==> config.mk <==
export PLATFORM = sky130hd
export DESIGN_NAME = vga_fb_bus_ctrl
export DESIGN_NICKNAME = d
export VERILOG_FILES = /design/src/rtl/vga_pkg.sv /design/src/rtl/vga_fb_bus_ctrl.sv
export SDC_FILE = /design/constraint.sdc
export NUM_CORES = 1
export LEC_CHECK = 0
export CAP_MARGIN = 25
export CELL_PAD_IN_SITES_DETAIL_PLACEMENT = 1
export CELL_PAD_IN_SITES_GLOBAL_PLACEMENT = 1
export CORE_ASPECT_RATIO = 2
export CORE_MARGIN = 3
export CORE_UTILIZATION = 43
export CTS_BUF_LIST = sky130_fd_sc_hd__clkbuf_4 sky130_fd_sc_hd__clkbuf_8 sky130_fd_sc_hd__clkbuf_16
export DETAILED_ROUTE_END_ITERATION = 8
export HOLD_SLACK_MARGIN = 0.03
export PLACE_DENSITY_LB_ADDON = 0.1
export RECOVER_POWER = 25
export SETUP_SLACK_MARGIN = 0.15
export SKIP_CTS_REPAIR_TIMING = 1
export SYNTH_ARGS = -nofsm -noshare
export SYNTH_HDL_FRONTEND = slang
export SYNTH_SLANG_ARGS = --single-unit
export TNS_END_PERCENT = 20
==> constraint.sdc <==
create_clock -name clk -period 5.1 [get_ports clk]
set_input_delay 1.53 -clock clk [delete_from_list [all_inputs] [get_ports clk]]
set_output_delay 1.53 -clock clk [all_outputs]
set_load 0.02 [all_outputs]
==> src/rtl/vga_pkg.sv <==
`default_nettype none
// +----------------------------------------------------------------------+
// | vga_pkg : shared register map, FSM encoding and geometry for VGA      |
// | Rev 1.0 : initial release                                             |
// +----------------------------------------------------------------------+
package vga_pkg;

    localparam int FB_ADDR_W = 15;

    // Displayed area after 4x downscale of 640x480; also used by the signal generator.
    localparam int X_MAX_DEF = 159;
    localparam int Y_MAX_DEF = 119;

    localparam logic [2:0] REG_X      = 3'd0;
    localparam logic [2:0] REG_Y      = 3'd1;
    localparam logic [2:0] REG_PIXEL  = 3'd2;
    localparam logic [2:0] REG_COL_LO = 3'd3;
    localparam logic [2:0] REG_COL_HI = 3'd4;
    localparam logic [2:0] REG_CTRL   = 3'd5;
    localparam logic [2:0] REG_FILL   = 3'd6;
    localparam logic [2:0] REG_STATUS = 3'd7;

    localparam int CTRL_AUTOINC = 0;
    localparam int CTRL_CLEAR   = 1;
    localparam int STAT_BUSY    = 0;
    localparam int STAT_DROP    = 1;

    typedef logic [1:0] state_t;
    localparam state_t ST_IDLE  = 2'd0;
    localparam state_t ST_SWEEP = 2'd1;
    localparam state_t ST_DONE  = 2'd2;

endpackage
`default_nettype wire

==> src/rtl/vga_fb_bus_ctrl.sv <==
`default_nettype none
// +----------------------------------------------------------------------+
// | vga_fb_bus_ctrl : bus slave driving frame-buffer writes and colours   |
// | Rev 1.0 : initial release                                             |
// +----------------------------------------------------------------------+
module vga_fb_bus_ctrl
    import vga_pkg::*;
#(
    parameter logic [7:0]  BASE_ADDR     = 8'hB0,
    parameter int          X_MAX         = X_MAX_DEF,
    parameter int          Y_MAX         = Y_MAX_DEF,
    parameter logic [15:0] RESET_COLOURS = 16'h00FF
) (
    input  logic                 clk,
    input  logic                 reset,
    input  logic [7:0]           bus_addr,
    input  logic [7:0]           bus_data_in,
    input  logic                 bus_we,
    input  logic                 bus_re,
    output logic [7:0]           bus_data_out,
    output logic                 bus_data_oe,
    output logic [FB_ADDR_W-1:0] fb_addr,
    output logic [7:0]           fb_data,
    output logic                 fb_we,
    output logic [15:0]          config_colours,
    output logic                 busy
);

    localparam logic [7:0] X_LIM = 8'(X_MAX);
    localparam logic [6:0] Y_LIM = 7'(Y_MAX);

    state_t                 state;
    state_t                 state_nxt;
    logic [7:0]             offset;
    logic                   hit;
    logic [2:0]             reg_sel;
    logic                   wr;
    logic                   rd;
    logic                   pix_req;
    logic                   clear_req;
    logic                   sweep_end;
    logic [7:0]             x;
    logic [6:0]             y;
    logic [7:0]             last_pixel;
    logic [7:0]             col_lo;
    logic                   autoinc;
    logic [7:0]             fill;
    logic [7:0]             fill_lat;
    logic                   drop;
    logic                   pix_we;
    logic [FB_ADDR_W-1:0]   pix_addr;
    logic [7:0]             pix_data;
    logic [FB_ADDR_W-1:0]   sweep_cnt;
    logic [7:0]             rd_mux;

    always_comb begin
        offset    = bus_addr - BASE_ADDR;
        hit       = (offset < 8'd8);
        reg_sel   = offset[2:0];
        wr        = bus_we & hit;
        rd        = bus_re & hit;
        pix_req   = wr && (reg_sel == REG_PIXEL);
        clear_req = wr && (reg_sel == REG_CTRL) && bus_data_in[CTRL_CLEAR];
        sweep_end = &sweep_cnt;
    end

    always_ff @(posedge clk or posedge reset) begin
        if (reset) begin
            state <= ST_IDLE;
        end else begin
            state <= state_nxt;
        end
    end

    always_comb begin
        state_nxt = state;
        case (state)
            ST_IDLE:  if (clear_req) state_nxt = ST_SWEEP;
            ST_SWEEP: if (sweep_end) state_nxt = ST_DONE;
            ST_DONE:  state_nxt = ST_IDLE;
            default:  state_nxt = ST_IDLE;
        endcase
    end

    // The sweep owns the write port outright; pixel writes never coincide with it.
    always_comb begin
        busy    = (state == ST_SWEEP);
        fb_we   = busy | pix_we;
        fb_addr = busy ? sweep_cnt : pix_addr;
        fb_data = busy ? fill_lat : pix_data;
    end

    always_ff @(posedge clk or posedge reset) begin
        if (reset) begin
            sweep_cnt <= '0;
            fill_lat  <= 8'h00;
        end else if ((state == ST_IDLE) && clear_req) begin
            sweep_cnt <= '0;
            fill_lat  <= fill;
        end else if (busy) begin
            sweep_cnt <= sweep_cnt + 1'b1;
        end
    end

    always_ff @(posedge clk or posedge reset) begin
        if (reset) begin
            x              <= 8'h00;
            y              <= 7'h00;
            last_pixel     <= 8'h00;
            col_lo         <= RESET_COLOURS[7:0];
            config_colours <= RESET_COLOURS;
            autoinc        <= 1'b0;
            fill           <= 8'h00;
            drop           <= 1'b0;
            pix_we         <= 1'b0;
            pix_addr       <= '0;
            pix_data       <= 8'h00;
        end else begin
            pix_we <= 1'b0;
            if (wr) begin
                case (reg_sel)
                    REG_X:      x              <= bus_data_in;
                    REG_Y:      y              <= bus_data_in[6:0];
                    REG_COL_LO: col_lo         <= bus_data_in;
                    REG_COL_HI: config_colours <= {bus_data_in, col_lo};
                    REG_CTRL:   autoinc        <= bus_data_in[CTRL_AUTOINC];
                    REG_FILL:   fill           <= bus_data_in;
                    default:    ;
                endcase
            end
            if (pix_req) begin
                if (busy) begin
                    drop <= 1'b1;
                end else begin
                    pix_we     <= 1'b1;
                    pix_addr   <= {y, x};
                    pix_data   <= bus_data_in;
                    last_pixel <= bus_data_in;
                    if (autoinc) begin
                        if (x >= X_LIM) begin
                            x <= 8'h00;
                            y <= (y >= Y_LIM) ? 7'h00 : y + 1'b1;
                        end else begin
                            x <= x + 1'b1;
                        end
                    end
                end
            end
            if (rd && (reg_sel == REG_STATUS)) begin
                drop <= 1'b0;
            end
            if (state == ST_DONE) begin
                x <= 8'h00;
                y <= 7'h00;
            end
        end
    end

    always_comb begin
        rd_mux = 8'h00;
        case (reg_sel)
            REG_X:      rd_mux = x;
            REG_Y:      rd_mux = {1'b0, y};
            REG_PIXEL:  rd_mux = last_pixel;
            REG_COL_LO: rd_mux = col_lo;
            REG_COL_HI: rd_mux = config_colours[15:8];
            REG_CTRL:   rd_mux[CTRL_AUTOINC] = autoinc;
            REG_FILL:   rd_mux = fill;
            REG_STATUS: begin
                rd_mux[STAT_BUSY] = busy;
                rd_mux[STAT_DROP] = drop;
            end
            default:    rd_mux = 8'h00;
        endcase
    end

    always_ff @(posedge clk or posedge reset) begin
        if (reset) begin
            bus_data_out <= 8'h00;
            bus_data_oe  <= 1'b0;
        end else begin
            bus_data_oe  <= rd;
            bus_data_out <= rd ? rd_mux : 8'h00;
        end
    end

endmodule
`default_nettype wire

==> results of run 1 <==
-- power groups by stage --
stage               Combinational (mW)  Clock [mW]  Sequential [mW]
floorplan                       0.0718           0            0.899
global placement                 0.121           0            0.912
detailed placement               0.124           0            0.913
CTS                              0.125       0.730            0.896
global route                     0.134       0.761            0.899
finish                           0.122       0.715            0.897
-- Yosys cell counts, drive strengths merged (4+ instances only) --
cell	count	area, um^2
a211oi	21	157.7
a21oi	9	45.04
a22oi	6	45.04
a31oi	4	25.02
and3	7	43.79
buf	18	100.1
clkbuf	18	67.56
dfrtp	91	2277
dfstp	16	420.4
inv	9	33.78
mux2	47	529.3
mux2i	20	200.2
nand2	147	551.8
nand2b	5	38.78
nand3	18	102.6
nand4	6	65.06
nor2	21	78.83
nor2b	5	31.28
nor3	4	20.02
nor4	4	25.02
o21ai	14	70.07
o31ai	4	35.03
or3	5	36.28
xnor2	6	52.55
xor2	5	43.79
-- critical path: cells and delay by family (launching register included) --
| family | cells | cell delay (ps) |
|---|---|---|
| DFF | 1 | 470 |
| and+or+nand+nor | 3 | 760 |
| buffers and inverters | 2 | 1360 |
-- per-layer routing --
| metal | wire [um] | vias to the layer above |
|---|---|---|
| li1 | - | 2067 |
| met1 | 6182 | 2237 |
| met2 | 9222 | 138 |
| met3 | 663 | 47 |
| met4 | 857 | 0 |
| met5 | 0 | - |
-- logic make-up after synthesis --
family | Yosys count | synth area share (%)
simple gates | 234 | 19.71
compound gates | 84 | 10.80
mux | 70 | 14.42
xor+xnor | 11 | 1.743
flops | 107 | 48.80
fa+ha+maj | 3 | 0.6791
buf+inv | 48 | 3.848
-- final timing paths --
check | cells past startpoint | from | slack [ps] | end
worst max-delay path | 5 | state[0] | 610 | fb_data[4]
min in group asynchronous | 2 | reset | 2090 | sweep_cnt[3]
max in group asynchronous | 3 | reset | 1950 | config_colours[1]
worst min register to register | 2 | pix_addr[10] | 480 | pix_addr[10]
worst max register to register | 5 | state[0] | 2660 | sweep_cnt[4]
worst min-delay path | 2 | pix_addr[10] | 480 | pix_addr[10]
-- layout make-up --
cell class | count | area, um^2 | area share [%]
Timing Repair Buffer | 77 | 767.0 | 11.59
Clock inverter | 6 | 72.57 | 1.097
Inverter | 12 | 46.29 | 0.6998
Tap cell | 150 | 187.7 | 2.837
Sequential cell | 107 | 2698 | 40.78
Multi-Input combinational cell | 402 | 2611 | 39.47
Clock buffer | 10 | 232.7 | 3.518
-- registers in the layout, indices dropped and copies added, names as in the netlist --
name,count
fill_lat,8
state,2
autoinc,1
pix_we,1
config_colours,16
bus_data_out,8
bus_data_oe,1
pix_addr,15
drop,1
x,8
y,7
fill,8
pix_data,8
sweep_cnt,15
col_lo,8
-- through the flow --
stage	instance area (um^2)	worst slack, ps	instances	utilization, %
global route	6615	294.3	764	52.69
finish	6615	609.6	764	52.69
CTS	6623	567.3	764	52.75
floorplan	5528	779.2	557	-
global placement	6306	1018	747	50.23
detailed placement	6317	956.1	748	50.32
==> results_dict.tcl, run 1 <==
set metrics [dict create \
    status "complete, but fails checks" \
    failed_checks "max-capacitance violations, max-slew violations" \
    via_per_inst 5.876 \
    min_path_type "register to register" \
    setup_violations 0 \
    intPower_mw 1.313 \
    drtAntennaViolNets 0 \
    postSynthCellCount 557 \
    grt_pass1_wl_um 27370 \
    synthDistinctLibCells 61 \
    via_count 4489 \
    max-cap-violations 1 \
    cp-start-kind "register" \
    ys_warn_count 0 \
    vdd_drop_max_mv 0.1780 \
    drt_pass1_iterations 4 \
    fin_crit_sh_pct 88.05 \
    h-tree-depth 3 \
    tritoncts "done" \
    worst_hold_slack_ps 478.5 \
    fin_crit_ps 4490 \
    cp_cell_sequence "nand2b_4 -> clkinv_1 -> nand2_1 -> nand2_1 -> clkdlybuf4s50_1" \
    synth_nets 580 \
    cp-end-kind "output pin" \
    cts_buffer_depth 2 \
    grt_use_met1_pct 28.07 \
    ys_ff_latch 107 \
    synth-async-reset-ratio_pct 100.0 \
    met2_usage_pct 45.08 \
    root_buffer "clkbuf_16" \
    seqPwrFrac_pct 51.7 \
    grt_usage_pct 25.06 \
    swShare_pct 24.30 \
    use_met3_pct 3.774 \
    busiest_layer "met2" \
    crit_arrival_ps 2960 \
    cp_max_fo 40 \
    cp_common_cell "nand2_1" \
    fin_nets 632 \
    fillers 1394 \
    drt_iter0_markers 223 \
    antenna_cells 0 \
    clk_latency_ps 350 \
    cp_slowest_cell "clkinv_1" \
    dpl.hpwl_um 12770 \
    io_buffer_count 69 \
    drt-total-wl_um 16930 \
    clk_pin_slew_ps 70 \
    cp.required_ps 3570 \
    skew_ps 7.647 \
    syn-mean-instance-area_um2 9.924 \
    max_stage_delay_ps 810 \
    finalHoldViolCount 0 \
    p_switching_mw 0.4217 \
    ys_dominant_reg_cell "dfrtp_1" \
    setup_tns_ps 0 \
    p_leak_nw 2.917 \
    total_power_mw 1.735 \
    crit_type "register to output pin" \
    wire_per_inst_um 22.15 \
    ys_seq_area_share_pct 48.80 \
    cts.sinks 107 \
    worstMarginPinSlew_ps 1818 \
    fp.dieArea_um2 14330 \
    final_cell_mix "nand2_1 (147), dfrtp_1 (91), clkdlybuf4s50_1 (68)" \
    slew_viol_final 39 \
    io_pins 70 \
    initial_core_util_pct 44.03 \
    core_area_um2 12550 \
    post-route-drc-count 0 \
    cts_buffers 9 \
    die_height_um 166.3 \
    grt_overflow_total 0 \
    drive_gt1_share_pct 16.12 \
    gp_congestion 0.8956 \
    rows 58 \
    p_comb_share_pct 7.0 \
    powerDensity_nw_per_um2 262.3 \
    synth_edf_count 0 \
    max_freq_ghz 0.2227 \
    power.share.clock_pct 41.2 \
    grt_max_degree 70 \
    syn_to_final_growth_pct 19.67 \
    grt_pass1_vias 4876 \
    die_x_um 86.17 \
    mostFrequentLayoutCell "nand2_1" \
    synth_area_um2 5528 \
    rsz0062_at_grt "no" \
    antenna_found_initial 0 \
    max_slew_margin_pct -21.88 \
]
Power figures use the tool's default switching activity.
==> run 2, diff against run 1 <==
--- a/config.mk
+++ b/config.mk
@@ -14,7 +14,7 @@
 export CTS_BUF_LIST = sky130_fd_sc_hd__clkbuf_4 sky130_fd_sc_hd__clkbuf_8 sky130_fd_sc_hd__clkbuf_16
 export DETAILED_ROUTE_END_ITERATION = 8
 export HOLD_SLACK_MARGIN = 0.03
-export PLACE_DENSITY_LB_ADDON = 0.1
+export PLACE_DENSITY = 0.77
 export RECOVER_POWER = 25
 export SETUP_SLACK_MARGIN = 0.15
 export SKIP_CTS_REPAIR_TIMING = 1
==> results_dict.tcl, run 2 (same netlist as run 1, synthesis figures left out) <==
set metrics [dict create \
    min_path_type "register to register" \
    crit_type "register to output pin" \
    largest_reg_flops 16 \
    r2r_end "y[3]" \
    die_x_um 86.17 \
    tritoncts "done" \
    crit_arrival_ps 2590 \
    dpl.hpwl_um 12790 \
    via_count 4550 \
    failed_checks "max-capacitance violations, max-slew violations" \
    regToRegSetupSlack_ps 2840 \
    critPathLaunch "state[1]" \
    final_cell_mix "nand2_1 (147), dfrtp_1 (91), clkdlybuf4s50_1 (68)" \
    rows 58 \
    regMostFlops "config_colours" \
    fp.dieArea_um2 14330 \
    grt_max_degree 60 \
    status "complete, but fails checks" \
    syn_to_final_growth_pct 19.26 \
    die_height_um 166.3 \
    reg2reg_depth 5 \
    cp_max_fo 40 \
    clk_latency_ps 350 \
    final_core_util_pct 52.51 \
    skew_ps 10.56 \
    io_pins 70 \
    fin_crit_sh_pct 80.70 \
    drt_pass1_iterations 4 \
    finalHoldViolCount 0 \
    max_freq_ghz 0.2430 \
    initial_core_util_pct 44.03 \
    antenna_cells 0 \
    rsz0062_at_grt "no" \
    fillers 1431 \
    worstMarginPinSlew_ps 2610 \
    h-tree-depth 3 \
    cp-end-kind "output pin" \
    core_area_um2 12550 \
    io_buffer_count 69 \
    grt_pass1_wl_um 27120 \
    antenna_found_initial 0 \
    grt_usage_pct 24.84 \
    grt_overflow_total 0 \
    mostFrequentLayoutCell "nand2_1" \
    cts.sinks 107 \
    grt_pass1_vias 4859 \
    fin_crit_ps 4116 \
    max_slew_margin_pct -74.99 \
    cts_buffers 9 \
    drt-total-wl_um 17110 \
    drtAntennaViolNets 0 \
    via_per_inst 5.940 \
    cts_buffer_depth 2 \
    endpoint "fb_data[1]" \
    setup_tns_ps 0 \
    drt_iter0_markers 286 \
    fin_nets 634 \
    cp.required_ps 3570 \
    cp-start-kind "register" \
    powerDensity_nw_per_um2 258.2 \
    wire_per_inst_um 22.33 \
    drive_gt1_share_pct 16.40 \
    vdd_drop_max_mv 0.1977 \
    post-route-drc-count 0 \
    slew_viol_final 60 \
    max-cap-violations 1 \
    setup_violations 0 \
    gp_congestion 0.8966 \
    clk_pin_slew_ps 70 \
    reg_top3 "config_colours x16, pix_addr x15, sweep_cnt x15" \
    p_leak_nw 2.907 \
    root_buffer "clkbuf_16" \
    worstReg2RegStart "x[1]" \
]
## run 2: how the worst min path moves through the flow
stage	from	to	slack, ps	cells after the start
3_5_place_dp	pix_addr[1]	pix_addr[1]	460	2
3_3_place_gp	pix_addr[2]	pix_addr[2]	460	2
6_report	pix_addr[1]	pix_addr[1]	480	2
2_1_floorplan	pix_addr[3]	pix_addr[3]	450	2
5_1_grt	pix_addr[2]	pix_addr[2]	510	2
4_1_cts	pix_addr[1]	pix_addr[1]	480	2
## run 2: worst max-delay path: stages, from the launching register on
cell	delay, ps
dfrtp_1	440
nand2b_4	430
clkinv_1	330
buf_4	300
nand2_1	90
nand2_1	70
clkdlybuf4s50_1	540
## run 2: where the power goes
part / total [mW] / switching (mW) / internal [mW]
sequential: 0.897 / 0.0288 / 0.868
clock: 0.681 / 0.341 / 0.340
combinational: 0.124 / 0.0715 / 0.0528
total: 1.70 / 0.441 / 1.26
## run 2: stage by stage
step | total power [mW] | hold WS, ps | cells | area (um^2) | setup WS, ps
finish | 1.702 | 477.7 | 766 | 6593 | 984.3
global route | 1.766 | 514.2 | 766 | 6593 | 751.9
CTS | 1.719 | 482.2 | 766 | 6603 | 970.9
detailed placement | 1.037 | 463.2 | 750 | 6316 | 1281
global placement | 1.031 | 460.7 | 749 | 6309 | 1325
floorplan | 0.9709 | 445.7 | 557 | 5528 | 779.2
## run 2: area by class of cell
cell class,count,area (um^2),area share (%)
clock buffer,9,225.2,3.416
inverter,12,46.29,0.7022
multi-input combinational,402,2611,39.61
sequential,107,2698,40.92
clock inverter,7,61.31,0.9300
tap,150,187.7,2.847
timing repair buffer,79,763.2,11.58
## run 2: routing by layer
layer,track usage (%),wire length (um)
met1,27.21,6178
met5,0,0
met2,44.03,9296
met3,3.376,623
met4,15.06,1010
